--- src/rtl/if_stage.sv ---
// Instruction-fetch stage: owns the PC, selects the next fetch address,
// drives the instruction SRAM and hands {pc, inst, adef} to decode.
module if_stage #(
    parameter logic [31:0] RESET_PC = 32'h1c00_0000
) (
    input  logic        clk,
    input  logic        resetn,
    input  logic        ds_allowin,
    input  logic        br_taken,
    input  logic [31:0] br_target,
    output logic        fs_to_ds_valid,
    output logic [31:0] fs_pc,
    output logic [31:0] fs_inst,
    output logic        fs_adef,
    output logic        inst_sram_en,
    output logic [3:0]  inst_sram_we,
    output logic [31:0] inst_sram_addr,
    output logic [31:0] inst_sram_wdata,
    input  logic [31:0] inst_sram_rdata
);

    localparam int unsigned XLEN    = 32;
    localparam logic [XLEN-1:0] PC_STEP = XLEN'(4);

    logic            rst_q,            rst_d;
    logic            fs_valid_q,       fs_valid_d;
    logic [XLEN-1:0] fs_pc_q,          fs_pc_d;
    logic            adef_q,           adef_d;
    logic            buf_valid_q,      buf_valid_d;
    logic [XLEN-1:0] inst_buf_q,       inst_buf_d;
    logic            br_pend_q,        br_pend_d;
    logic [XLEN-1:0] br_pend_target_q, br_pend_target_d;

    logic            to_fs_valid;
    logic            fs_ready_go;
    logic            fs_allowin;
    logic            accept;
    logic            ds_handshake;
    logic [XLEN-1:0] nextpc;

    // Handshake, next-PC selection and next-state for every flop.
    always_comb begin
        to_fs_valid  = ~rst_q;
        fs_ready_go  = 1'b1;
        fs_allowin   = ~fs_valid_q | (fs_ready_go & ds_allowin);
        accept       = to_fs_valid & fs_allowin;
        ds_handshake = fs_valid_q & ~br_taken & ds_allowin;

        if (br_taken) begin
            nextpc = br_target;
        end else if (br_pend_q) begin
            nextpc = br_pend_target_q;
        end else begin
            nextpc = fs_pc_q + PC_STEP;
        end

        rst_d            = 1'b0;
        fs_valid_d       = fs_valid_q;
        fs_pc_d          = fs_pc_q;
        adef_d           = adef_q;
        buf_valid_d      = buf_valid_q;
        inst_buf_d       = inst_buf_q;
        br_pend_d        = br_pend_q;
        br_pend_target_d = br_pend_target_q;

        // A cancel from decode always beats holding the current entry.
        if (accept) begin
            fs_valid_d = 1'b1;
            fs_pc_d    = nextpc;
            adef_d     = (nextpc[1:0] != 2'b00);
        end else if (ds_handshake | br_taken) begin
            fs_valid_d = 1'b0;
        end

        // A redirect that cannot be accepted this cycle is remembered.
        if (br_taken & ~fs_allowin) begin
            br_pend_d        = 1'b1;
            br_pend_target_d = br_target;
        end else if (accept) begin
            br_pend_d = 1'b0;
        end

        // SRAM data lives one cycle; grab it on the first stalled cycle.
        if (ds_handshake | br_taken) begin
            buf_valid_d = 1'b0;
        end else if (fs_valid_q & ~buf_valid_q & ~ds_allowin) begin
            buf_valid_d = 1'b1;
            inst_buf_d  = inst_sram_rdata;
        end
    end

    // State registers with synchronous active-low reset.
    always_ff @(posedge clk) begin
        if (!resetn) begin
            rst_q            <= 1'b1;
            fs_valid_q       <= 1'b0;
            fs_pc_q          <= RESET_PC - PC_STEP;
            adef_q           <= 1'b0;
            buf_valid_q      <= 1'b0;
            inst_buf_q       <= '0;
            br_pend_q        <= 1'b0;
            br_pend_target_q <= '0;
        end else begin
            rst_q            <= rst_d;
            fs_valid_q       <= fs_valid_d;
            fs_pc_q          <= fs_pc_d;
            adef_q           <= adef_d;
            buf_valid_q      <= buf_valid_d;
            inst_buf_q       <= inst_buf_d;
            br_pend_q        <= br_pend_d;
            br_pend_target_q <= br_pend_target_d;
        end
    end

    // Decode-facing and SRAM-facing outputs.
    always_comb begin
        fs_to_ds_valid  = fs_valid_q & ~br_taken;
        fs_pc           = fs_pc_q;
        fs_adef         = adef_q;
        fs_inst         = adef_q ? '0 : (buf_valid_q ? inst_buf_q : inst_sram_rdata);
        inst_sram_en    = accept & (nextpc[1:0] == 2'b00);
        inst_sram_we    = 4'b0000;
        inst_sram_addr  = nextpc;
        inst_sram_wdata = '0;
    end

endmodule

--- config.mk ---
export PLATFORM = sky130hd
export DESIGN_NAME = if_stage
export DESIGN_NICKNAME = d
export VERILOG_FILES = /design/src/rtl/if_stage.sv
export SDC_FILE = /design/constraint.sdc
export NUM_CORES = 1
export LEC_CHECK = 0
export BUFFER_PORTS_ARGS = -buffer_cell sky130_fd_sc_hd__buf_2
export CORE_ASPECT_RATIO = 1.1
export CORE_MARGIN = 5
export CORE_UTILIZATION = 52
export CTS_CLUSTER_SIZE = 28
export DETAILED_ROUTE_END_ITERATION = 12
export GPL_TIMING_DRIVEN = 1
export PLACE_DENSITY_LB_ADDON = 0.15
export RECOVER_POWER = 100
export REMOVE_ABC_BUFFERS = 1
export SKIP_CTS_REPAIR_TIMING = 1
export SLEW_MARGIN = 40
export SYNTH_ARGS = -nofsm -noshare
export SYNTH_HDL_FRONTEND = slang
export SYNTH_SLANG_ARGS = --single-unit
--- constraint.sdc ---
create_clock -name clk -period 2.4 [get_ports clk]
set_input_delay 0.12 -clock clk [delete_from_list [all_inputs] [get_ports clk]]
set_output_delay 0.12 -clock clk [all_outputs]
set_load 0.005 [all_outputs]
Word level (Yosys, flattened, before mapping)
Index checks and enable logic that the tools add are counted.
{"block": "classes", "bitwise": 17, "reduce_logical": 6, "add_sub_neg": 1, "n_mux": 9}
{"operator": "$mux 32", "count": 4}
{"operator": "$add 32x3->32 const B", "count": 1}
{"operator": "$not 1->1", "count": 8}
{"operator": "$and 1x1->1", "count": 7}
{"operator": "$reduce_bool 2->1", "count": 3}
{"operator": "$mux 1", "count": 5}
{"operator": "$logic_not 2->1", "count": 1}
{"operator": "$or 1x1->1", "count": 2}
{"operator": "$reduce_and 2->1", "count": 1}
{"operator": "$reduce_or 2->1", "count": 1}
{"block": "word_totals", "elab_cells": 41, "out_inout_bits": 135, "regBits": 101}

Logic depth before layout (Yosys ltp)
{"block": "logic_depth", "ltp_word": 6, "ltp_mapped": 8, "depth_no_buf": 5}

Worst setup path before layout
Ideal clock, no wire load.
{"block": "synth_timing", "path_type": "reg2out", "from": "reg fs_pc_q[2], in the netlist fs_pc[2]", "to": "out inst_sram_addr[26]", "path_stages_with_launch": 6, "n_path_buf": 0, "path_slack_ns": 0.429, "required_ns": 2.280, "t_arrival_ns": 1.851, "cell_sequence": "dfxtp_1 -> ha_1 -> nand3_1 -> or4_1 -> o211a_1 -> nor3b_1"}
{"block": "synth_via", "elab_chain_len": 3}
{"element": "from (decl)", "line_no": "27", "text": "logic [XLEN-1:0] fs_pc_q, fs_pc_d;"}
{"element": "from (signal assigned)", "line_no": "97", "text": "fs_pc_q <= RESET_PC - PC_STEP;"}
{"element": "from (signal assigned)", "line_no": "106", "text": "fs_pc_q <= fs_pc_d;"}
{"element": "$add 32x3->32", "line_no": "54", "text": "nextpc = fs_pc_q + PC_STEP;"}
{"element": "$mux 32", "line_no": "51", "text": "end else if (br_pend_q) begin"}
{"element": "$mux 32", "line_no": "49", "text": "if (br_taken) begin"}
{"element": "to (decl)", "line_no": "17", "text": "output logic [31:0] inst_sram_addr,"}
Every way passes these cells.

Worst setup path after layout
{"block": "layout_timing", "from": "reg fs_pc_q[10], in the netlist fs_pc[10]", "to": "out inst_sram_addr[24]"}
The elaborated chain is that of the path after synthesis.

==> impl_metrics.json <==
{
  "initial_utilization_pct": 53.1,
  "min-delay-start": "br_target[14]",
  "synthArstFlopShare_pct": 0,
  "synth_warnings": 0,
  "layout.cells.non_filler": 1203,
  "slew_violations": 0,
  "nNetsFinal": 1113,
  "clock.fmax_ghz": 0.421,
  "ys_ff_latch": 101,
  "ys.flop_type": "dfxtp_1",
  "rows": 42,
  "cts_tree": "built",
  "overflow": 0,
  "firstDrtPassIters": 6,
  "finalHoldViolCount": 0,
  "grt_max_degree": 37,
  "routed_wl_mm": 19.4,
  "rrSetupSlack_ps": 280,
  "crit_required_ps": 2280,
  "drt_iter0_drc": 558,
  "numCtsBuffers": 9,
  "fin_setup_tns_ps": 0,
  "cp-end-kind": "output port",
  "crit_fanout": 8,
  "cp-start-kind": "register",
  "leakage_nw": 3.20,
  "synth.distinct_cells": 70,
  "via_per_inst": 5.60,
  "area_growth_pct": 20.9,
  "fp.dieW_um": 116,
  "holdPathEnd": "br_pend_target_q[14]",
  "clockBufferDepth": 2,
  "final_layout_size_suffix_gt1_share_pct": 27.3,
  "synth-edff-count": 0,
  "drt_drc_violations_left": 0,
  "design_area_sq_mm": 0.00772,
  "yosysSeqAreaShare_pct": 31.6,
  "io-pin-count": 203,
  "power_density_mw_per_mm2": 588,
  "r2r_cells": 5,
  "clk_pin_slew_ps": 80,
  "placed_cell_area_sq_mm": 0.00729,
  "reg2reg_from": "fs_pc[19]",
  "core-area_sq_mm": 0.0120,
  "drv_cap": 0,
  "fillers": 1146,
  "grt_pass1_wl_mm": 30.0,
  "worstHoldPathType": "in -> reg",
  "netlist_area_sq_mm": 0.00639,
  "clkLatencyLatePin_ps": 350,
  "setup_viol": 0,
  "postSynthAreaPerCell_sq_um": 7.25,
  "portBuffers": 166,
  "die_h_um": 126,
  "numPlacedInstances": 1178,
  "status": "completed",
  "ir_drop_mv": 0.315,
  "slew_headroom_pct": 14.6,
  "cts-root-buf": "clkbuf_16",
  "fin_crit_ps": 2380,
  "wire_per_inst_um": 16.1,
  "setup_ws_ps": 23.0,
  "vias": 6732,
  "hold_path_depth": 3,
  "preCtsSetupSlack_ps": 132,
  "fin_hold_ws_ps": 7.78,
  "critPathKind": "reg -> out",
  "syn_inst": 882,
  "n_antenna_cell": 0,
  "grt_pass1_vias": 6043,
  "cts.sinks": 101,
  "rsz0062_at_grt": "yes",
  "r2r_end": "fs_pc[24]",
  "grt_antenna_before_repair": 0,
  "place_congestion": 0.924,
  "fin_worst_skew_ps": 7.43,
  "cp.arrival_ps": 2260,
  "dieArea_sq_mm": 0.0146,
  "dp_hpwl_mm": 13.5,
  "grt_usage_pct": 25.0,
  "fin_crit_sh_pct": 99.0,
  "htree_levels": 3,
  "ant_nets": 0,
  "tightest_slew_ps": 1280
}
through the flow:
step / util, % / total power, mW
finish: 64.2 / 4.54
global route: 64.2 / 4.76
CTS: 63.0 / 4.48
detailed placement: 60.6 / 3.06
global placement: 60.6 / 3.06
floorplan: - / 2.51
area by class of cell:
class,instances,area [sq um],share of cell area (%)
Tap cell,154,193,2.49
Clock inverter,6,47.5,0.615
Sequential cell,101,2050,26.6
Multi-Input combinational cell,692,3870,50.2
Clock buffer,10,239,3.09
Inverter,18,67.6,0.875
Timing Repair Buffer,222,1250,16.2
worst max-delay path by stage:
stage | from | slack [ps] | endpoint | depth (start not counted)
finish | fs_pc[10] | 20 | inst_sram_addr[24] | 5
global route | fs_pc[10] | -20 | inst_sram_addr[24] | 5
CTS | fs_pc[2] | -260 | inst_sram_addr[26] | 6
detailed placement | fs_pc[2] | 130 | inst_sram_addr[26] | 6
global placement | fs_pc[2] | 200 | inst_sram_addr[30] | 6
floorplan | buf_valid_q | -600 | inst_buf_q[0] | 3
Yosys cell counts, types with 18 or more instances:
library cell  count  share of area [%]
clkbuf_1         50                2.9
nor3_1           24                1.9
nand4_1          20                2.0
o21ai_0          37                2.9
a21oi_1          89                7.0
nand3_1          23                1.8
nand2_1         192                 11
dfxtp_1         101                 32
inv_1            18                1.1
mux2i_1          41                6.4
nor2_1           61                3.6
nor4_1           20                2.0
buf_4            38                4.5
report_power, final:
group	switching [mW]	internal [mW]	total, mW	leakage [nW]
Combinational	0.728	0.549	1.28	2.24
Clock	0.688	0.740	1.43	0.139
Sequential	0.0814	1.75	1.83	0.822
state kept, by name, indices dropped and copies added (netlist names):
name	count
br_pend_q	1
br_pend_target_q	32
buf_valid_q	1
fs_adef	1
fs_pc	32
fs_valid_q	1
inst_buf_q	32
rst_q	1
layout by cell type (no fill, tap or decap), types with 7 or more instances in the layout:
| master | synthesis | routed |
|---|---|---|
| nand2_1 | 192 | 192 |
| buf_2 | 4 | 166 |
| a21oi_1 | 89 | 89 |
| dfxtp_1 | 101 | 87 |
| nor2_1 | 61 | 59 |
| buf_4 | 38 | 56 |
| mux2i_1 | 41 | 41 |
| o21ai_0 | 37 | 37 |
| conb_1 | 1 | 36 |
| nor3_1 | 24 | 23 |
| nand3_1 | 23 | 21 |
| nand4_1 | 20 | 20 |
| nor4_1 | 20 | 19 |
| inv_1 | 18 | 18 |
| xnor2_1 | 9 | 9 |
| nand2b_1 | 9 | 9 |
| dfxtp_2 | 0 | 9 |
| clkbuf_16 | 0 | 9 |
| a21o_1 | 8 | 8 |
| and3_1 | 7 | 7 |
| nor2b_1 | 7 | 7 |
metal layers:
| metal | wire length, um | up-vias | track usage [%] |
|---|---|---|---|
| li1 | - | 3352 | - |
| met1 | 8250 | 3031 | 32.9 |
| met2 | 8980 | 297 | 40.8 |
| met3 | 1610 | 52 | 3.69 |
| met4 | 537 | 0 | 10.2 |
| met5 | 0 | - | 0 |
worst max-delay path: stages, from the launching register on:
cell and delay, ps:
dfxtp_4 390, nand4_1 240, or4_4 530, or3_2 490
nand3b_1 130, buf_2 130
kinds of logic (layout without fill, tap and decap cells):
kind of cell / after synthesis / after routing / synth area share [%]
adders and majority gates: 1 / 1 / 0.196
other: 1 / 36 / 0.0587
muxes: 44 / 44 / 6.95
and+or+nand+nor: 410 / 411 / 31.0
xor gates and xnor gates: 9 / 9 / 1.23
buffers and inverters: 125 / 256 / 10.8
DFF: 101 / 101 / 31.6
AOI/OAI and AO/OA: 191 / 191 / 18.1
Power figures use the tool's default switching activity.
